<file path="config.mk">
export PLATFORM = sky130hd
export DESIGN_NAME = lb_config_sequencer
export DESIGN_NICKNAME = d
export VERILOG_FILES = /design/src/rtl/lb_config_sequencer.sv
export SDC_FILE = /design/constraint.sdc
export NUM_CORES = 1
export LEC_CHECK = 0
export CELL_PAD_IN_SITES_DETAIL_PLACEMENT = 2
export CELL_PAD_IN_SITES_GLOBAL_PLACEMENT = 2
export CORE_MARGIN = 4
export CORE_UTILIZATION = 21
export DETAILED_ROUTE_END_ITERATION = 7
export GPL_TIMING_DRIVEN = 0
export PLACE_DENSITY = 0.78
export SETUP_SLACK_MARGIN = 0.02
export SLEW_MARGIN = 40
export SYNTH_ARGS = -nofsm -noshare
export SYNTH_HDL_FRONTEND = slang
export SYNTH_SLANG_ARGS = --single-unit
</file>
<file path="constraint.sdc">
create_clock -name clk -period 2.15 [get_ports clk]
set_input_delay 0.43 -clock clk [delete_from_list [all_inputs] [get_ports clk]]
set_output_delay 0.43 -clock clk [all_outputs]
set_load 0.005 [all_outputs]
</file>
<file path="src/rtl/lb_config_sequencer.sv">
// Plays a table of {last, addr, data} local-bus writes onto the shared lb_* bus,
// with host writes passing through and always taking precedence over table writes.
module lb_config_sequencer #(
  parameter int aw    = 15,
  parameter int dw    = 32,
  parameter int ta    = 8,
  parameter int gap_w = 8
) (
  input  logic             clk,
  input  logic             rst_n,
  input  logic             go,
  input  logic             abort,
  input  logic [gap_w-1:0] gap,
  output logic [ta-1:0]    rom_addr,
  input  logic [aw+dw:0]   rom_data,
  input  logic [aw-1:0]    host_addr,
  input  logic [dw-1:0]    host_data,
  input  logic             host_write,
  output logic [aw-1:0]    lb_addr,
  output logic [dw-1:0]    lb_data,
  output logic             lb_write,
  output logic             busy,
  output logic             done,
  output logic [ta:0]      count,
  output logic             overrun
);

  typedef enum logic [2:0] {
    S_IDLE,
    S_FETCH,
    S_WRITE,
    S_GAP,
    S_DONE
  } state_t;

  localparam logic [ta-1:0] addr_max  = '1;
  localparam logic [ta:0]   count_max = {1'b1, {ta{1'b0}}};

  state_t           state;
  logic [gap_w-1:0] gap_q;
  logic [gap_w-1:0] gap_cnt;

  logic             rom_last;
  logic [aw-1:0]    rom_a;
  logic [dw-1:0]    rom_d;
  logic             grant;
  logic             final_entry;

  assign {rom_last, rom_a, rom_d} = rom_data;

  // A table write goes out only when the host is silent and no abort is pending.
  assign grant       = (state == S_WRITE) && !host_write && !abort;
  assign final_entry = rom_last || (rom_addr == addr_max);

  // NOTE: reset is synchronous, so it lives inside the clocked branch and is
  // only seen at a rising edge; every register gets a defined reset value.
  always_ff @(posedge clk) begin
    if (!rst_n) begin
      state    <= S_IDLE;
      gap_q    <= '0;
      gap_cnt  <= '0;
      rom_addr <= '0;
      lb_addr  <= '0;
      lb_data  <= '0;
      lb_write <= 1'b0;
      busy     <= 1'b0;
      done     <= 1'b0;
      count    <= '0;
      overrun  <= 1'b0;
    end else begin
      // NOTE: non-blocking assignments throughout, so every branch below reads
      // the pre-edge values and a later assignment in the block simply wins.
      done <= 1'b0;

      if (host_write) begin
        lb_addr  <= host_addr;
        lb_data  <= host_data;
        lb_write <= 1'b1;
      end else if (grant) begin
        lb_addr  <= rom_a;
        lb_data  <= rom_d;
        lb_write <= 1'b1;
      end else begin
        lb_write <= 1'b0;
      end

      if (grant && (count != count_max)) count <= count + 1'b1;

      if (abort && (state != S_IDLE)) begin
        state <= S_IDLE;
        busy  <= 1'b0;
      end else begin
        case (state)
          S_IDLE: begin
            if (go) begin
              state    <= S_FETCH;
              busy     <= 1'b1;
              rom_addr <= '0;
              count    <= '0;
              overrun  <= 1'b0;
              gap_q    <= gap;
            end
          end
          S_FETCH: state <= S_WRITE;
          S_WRITE: begin
            if (!host_write) begin
              if (final_entry) begin
                state <= S_DONE;
                if (!rom_last) overrun <= 1'b1;
              end else begin
                rom_addr <= rom_addr + 1'b1;
                if (gap_q != '0) begin
                  state   <= S_GAP;
                  gap_cnt <= gap_q;
                end else begin
                  state <= S_FETCH;
                end
              end
            end
          end
          S_GAP: begin
            if (gap_cnt == gap_w'(1)) state <= S_FETCH;
            else                      gap_cnt <= gap_cnt - 1'b1;
          end
          S_DONE: begin
            state <= S_IDLE;
            busy  <= 1'b0;
            done  <= 1'b1;
          end
          default: begin
            state <= S_IDLE;
            busy  <= 1'b0;
          end
        endcase
      end
    end
  end

endmodule

</file>
## Yosys cells after proc, flatten, opt, wreduce, memory -nomap -nowiden

Index checks and enable logic that the tools add are counted.

| cells by class | value |
|---|---|
| add/subtract/negate cells | 3 |
| $mul | 0 |
| divide/modulo/power cells | 0 |
| magnitude comparators | 0 |
| equality and inequality tests | 15 |
| shift operators | 0 |
| mux-type cells | 33 |
| bitwise operators | 3 |
| reduce and logical (&&, ||, !) cells | 21 |

Operators by type and width:

| kind | count |
|---|---|
| two-way mux 32 bit | 2 |
| two-way mux 8 bit | 7 |
| two-way mux 9 bit | 4 |
| case mux 8 bit (2 select lines) | 2 |
| two-way mux 15 bit | 2 |
| != test 2 bit, second input constant | 7 |
| two-way mux 3 bit | 4 |
| case mux 3 bit (4 select lines) | 1 |
| AND reduction 6 bit | 2 |
| adder 9 x 1 -> 9 bit, second input constant | 1 |
| != test 9 bit, second input constant | 1 |
| adder 8 x 1 -> 8 bit, second input constant | 1 |
| equality test 8 x 1 -> 1 bit, second input constant | 1 |
| equality test 8 bit, second input constant | 1 |
| two-way mux 1 bit | 8 |
| nonzero test 8 bit | 1 |
| subtractor 8 x 1 -> 8 bit, second input constant | 1 |
| equality test 3 x 2 -> 1 bit, second input constant | 2 |
| AND reduction 3 bit | 2 |
| nonzero test 2 bit | 3 |
| AND reduction 5 bit | 1 |
| logical AND 1 bit | 4 |
| case mux 1 bit (2 select lines) | 2 |
| equality test 3 x 1 -> 1 bit, second input constant | 1 |
| 11 further kinds | 14 |

| storage, ports and cells | value |
|---|---|
| register bits | 87 |
| bits in latches | 0 |
| memory bits (writable) | 0 |
| memory bits (read-only) | 0 |
| bits of input ports | 108 |
| output and inout port bits | 68 |
| memories | 0 |

## Depth between registers and ports, before layout

| depth | value |
|---|---|
| depth in word-level cells | 8 |
| gate-level depth with buffers | 8 |
| depth with buffers taken out | 7 |

## Worst setup path before layout

No wires, ideal clock.

| path | value |
|---|---|
| path kind | register to register |
| from | register rom_addr[0] |
| to | register rom_addr[6] |
| setup time | 71 ps |
| arrival | 2207 ps |
| data required time | 2079 ps |
| path slack | -128 ps |
| stages on the path, launching flop included | 8 |
| path through | dfxtp_1 > ha_1 > and3_1 > a311o_1 > o41a_1 > buf_6 > or4_1 > a21oi_1 |

| on the way | value |
|---|---|
| longest elaborated chain between the ends | 4 |
| elaborated cells between the ends (all ways) | 8 |
| classes of those cells | add/sub (1); eq/ne (2); mux (3); reduce/logical (2) |

Ends and longest elaborated chain:

| item | RTL line | source |
|---|---|---|
| start: declaration | 14 | `output logic [ta-1:0] rom_addr,` |
| start signal: assignment | 111 | `rom_addr <= rom_addr + 1'b1;` |
| adder 8 x 1 -> 8 bit / equality test 8 bit (equally long branches) | 111, 53 |  |
| two-way mux 8 bit / logical OR 1 bit (equally long branches) | 107, 53 |  |
| two-way mux 8 bit / != test 2 bit (equally long branches) | - |  |
| case mux 8 bit (2 select lines) / AND reduction 5 bit (equally long branches) | - |  |

Several ways; a longest one is shown, not always the timed one. The select of a mux whose other input is x is not followed.
A chain may end at the register's enable or synchronous reset.

## Worst setup path after layout

| path | value |
|---|---|
| from | input port go |
| to | register rom_addr[6] |

| on the way | value |
|---|---|
| longest elaborated chain between the ends | 2 |

Ends and longest elaborated chain:

| item | RTL line | source |
|---|---|---|
| start: declaration | 11 | `input logic go,` |
| != test 2 bit (no line) | - |  |
| AND reduction 5 bit (no line) | - |  |

Every way passes these cells.

==> results.sh <==
export IMPL_path_cells="clkdlybuf4s50_1, nor2b_2, a21oi_1, o41a_1, buf_6, or4_4, a21oi_2"
export IMPL_rsz0062_at_grt="yes"
export IMPL_htreeDepth=3
export IMPL_worst_slack_ns=-0.0255
export IMPL_power_density_nw_per_um2=653
export IMPL_num_io_pins=176
export IMPL_async_reset_ff_share_pct=0
export IMPL_totalPowerFinal_mw=4.39
export IMPL_dpl_cell_area_um2=6190
export IMPL_cts_buffer_depth=2
export IMPL_reg2reg_to="rom_addr[6]"
export IMPL_fmax_mhz=460
export IMPL_grt_pass1_vias=5260
export IMPL_cap_violations=0
export IMPL_dp_worst_setup_slack_ns=-0.815
export IMPL_wirelength_mm=18.3
export IMPL_tightest_slew_ns=0.698
export IMPL_maxSlewViolCount=0
export IMPL_r2r_start="rom_addr[1]"
export IMPL_drc=0
export IMPL_drtIter0Drc=112
export IMPL_nets=829
export IMPL_cp_start_kind="primary input"
export IMPL_setup_viol=1
export IMPL_core_area_um2=19000
export IMPL_r2r_setup_slack_ns=-0.02
export IMPL_ys_warn_count=0
export IMPL_holdPathEnd="gap_q[5]"
export IMPL_die_height_um=148
export IMPL_finalWeightedCongestion=0.778
export IMPL_synth_top_cell_by_area="dfxtp_1"
export IMPL_p_leak_nw=2.38
export IMPL_cp_arrival_ns=2.45
export IMPL_instances_no_fill=981
export IMPL_antenna_found_initial=0
export IMPL_hold_class="reg2reg"
export IMPL_cts_tree="built"
export IMPL_clk_latency_ns=0.34
export IMPL_period_minus_slack_ns=2.18
export IMPL_cp_num_buf_inv=2
export IMPL_n_fill_cell=2153
export IMPL_track_usage_pct=16.2
export IMPL_syn_mean_instance_area_um2=7.96
export IMPL_path_clk_slew_ns=0.07
export IMPL_fin_crit_sh_pct=101
export IMPL_grt_overflow_total=0
export IMPL_cp_slowest_stage_delay_ns=0.56
export IMPL_slowest_stage="clkdlybuf4s50_1"
export IMPL_die_x_um=148
export IMPL_vias_per_cell=4.66
export IMPL_synth_distinct_cells=47
export IMPL_slew_headroom_pct=53.4
export IMPL_io_buffers=173
export IMPL_ys_seq_area_share_pct=42.5
export IMPL_clockRootBuffer="clkbuf_16"
export IMPL_place_inst=948
export IMPL_cts_sinks=87
export IMPL_holdBufCountCts=0
export IMPL_hpwl_mm=13.7
export IMPL_finalHoldViolCount=0
export IMPL_syn_area_um2=4100
export IMPL_wl_per_cell_um=18.6
export IMPL_std_cell_rows=50
export IMPL_final_area_um2=6720
export IMPL_synth_edf_count=0
export IMPL_synth_top_area_share_pct=42.5
export IMPL_clock_skew_ns=0.00939
export IMPL_numCtsBuffers=9
export IMPL_synth_seq_cells=87
export IMPL_worst_setup_path_type="in2reg"
export IMPL_syn2layout_area_growth_pct=63.9
export IMPL_dieArea_um2=21800
export IMPL_grt_pass1_wl_mm=28.5
export IMPL_hp_start="gap_q[5]"
export IMPL_grt_max_degree=14
export IMPL_vias=4570
export IMPL_endpoint_kind="register"
export IMPL_synth_top_cells_by_area="dfxtp_1 (42%), nor2_1 (12%), mux2i_1 (11%)"
export IMPL_rr_worst_depth=7
export IMPL_hold_path_cell_count=2
export IMPL_critical_path_required_ns=2.42
export IMPL_detail_route_antenna_nets=0
export IMPL_ys_flop_type="dfxtp_1"
export IMPL_first_pass_iters=4
export IMPL_violations="setup timing"
export IMPL_outcome="finished with violations"
export IMPL_vdd_drop_max_mv=0.455
export IMPL_synthCells=515
export IMPL_diodes=0
export IMPL_drive_above_1_share_pct=8.46
export IMPL_start_util_pct=21.6
export IMPL_cp_max_fo=6
export IMPL_synth_nets=628
export IMPL_critPathTopFamily="buffers and inverters"
-- power breakdown --
| group | switching, mW | internal (mW) |
|---|---|---|
| registers | 0.0705 | 1.70 |
| logic | 0.481 | 0.524 |
| clock network | 0.678 | 0.934 |
| total | 1.23 | 3.16 |
-- cell usage after synthesis (2+ instances only) --
cell	number
nor2_1	127
dfxtp_1	87
a21oi_1	78
mux2i_1	47
nand2_1	35
clkbuf_1	25
o21ai_0	13
nand3_1	7
buf_2	6
inv_1	6
nor3_1	6
and2_1	5
and3_1	5
ha_1	5
nor2b_1	5
a31oi_1	4
nand4_1	4
xnor2_1	4
xor2_1	4
nand4b_1	3
nor4_1	3
or4_1	3
a211o_1	2
a21o_1	2
nand2b_1	2
nor3b_1	2
o21a_1	2
o32ai_1	2
or3_1	2
or4b_2	2
-- cell families after synthesis --
family	after synthesis	synth area share [%]
AND/OR/NAND/NOR	216	23.4
flip-flops	87	42.5
buffers and inverters	39	3.94
AO/OA/AOI/OAI	113	15.5
multiplexers	47	11.5
adder cells (fa/ha/maj)	5	1.53
XOR/XNOR	8	1.71
-- how the worst max path moves through the flow --
stage / start / endpoint / cells past startpoint / slack (ns)
2_1_floorplan: rom_addr[1] / rom_addr[6] / 7 / 0.07
3_3_place_gp: abort / lb_data[19] / 8 / -1.11
3_5_place_dp: abort / lb_data[25] / 8 / -0.81
4_1_cts: rom_addr[0] / rom_addr[6] / 7 / -0.01
5_1_grt: rom_addr[1] / rom_addr[6] / 7 / -0.08
6_report: go / rom_addr[6] / 7 / -0.03
-- flip-flops by register name (all words and copies together) (netlist names) --
| name | count |
|---|---|
| busy | 1 |
| count | 9 |
| done | 1 |
| gap_cnt | 8 |
| gap_q | 8 |
| lb_addr | 15 |
| lb_data | 32 |
| lb_write | 1 |
| overrun | 1 |
| rom_addr | 8 |
| state | 3 |
-- cell usage in the layout, fill, tap and decap left out, types with 3 or more instances in the layout --
cell / count
a21oi_1: 75
a21oi_2: 3
a31oi_1: 4
and2_1: 5
and3_1: 4
buf_2: 3
buf_4: 17
buf_6: 4
clkbuf_1: 25
clkbuf_16: 9
clkdlybuf4s50_1: 172
dfxtp_1: 84
ha_1: 4
inv_1: 6
mux2i_1: 47
nand2_1: 35
nand3_1: 7
nand4_1: 4
nand4b_1: 3
nor2_1: 125
nor2b_1: 4
nor3_1: 5
o21ai_0: 7
o21ai_1: 6
xnor2_1: 4
xor2_1: 4
-- per-layer routing --
| metal | vias to the layer above | global-route usage (%) | routed length, um |
|---|---|---|---|
| li1 | 2172 | - | - |
| met1 | 2280 | 18.1 | 7560 |
| met2 | 103 | 30.6 | 9630 |
| met3 | 15 | 4.11 | 898 |
| met4 | 0 | 4.29 | 199 |
| met5 | - | 0 | 0 |
-- timing repair --
| item | 4_1_cts | 5_1_grt |
|---|---|---|
| endpoints found under the setup margin | 64 | 17 |
| resized for setup | 12 | 26 |
| pin swaps | 2 | 4 |
| buffers inserted | 10 | 6 |
| gates cloned | 0 | 1 |
-- final cells by class --
class	count	area, um2	area share (%)
inverter	7	26.3	0.391
timing repair buffer	190	1860	27.6
buffer	32	163	2.42
sequential	87	1750	26.1
multi-input combinational	389	2310	34.3
clock buffer	13	250	3.72
clock inverter	3	42.5	0.633
tap	260	325	4.84
-- stage by stage --
step | hold slack [ns] | TNS, ns | utilization (%)
after floorplan | 0.444 | 0 | -
after global placement | 0.462 | -49.25 | 32.6
after detailed placement | 0.469 | -31.89 | 32.7
after CTS | 0.479 | -0.0143 | 34.8
after global routing | 0.524 | -0.122 | 35.4
final | 0.490 | -0.0255 | 35.4
-- worst reg2reg max path, delay by kind of cell, from the launching register on --
kind	cells	cell delay [ns]
adder cells (fa/ha/maj)	1	0.16
AO/OA/AOI/OAI	3	0.86
flip-flops	1	0.35
buffers and inverters	1	0.15
AND/OR/NAND/NOR	2	0.59
No activity file was read; power rests on OpenSTA's default activity.
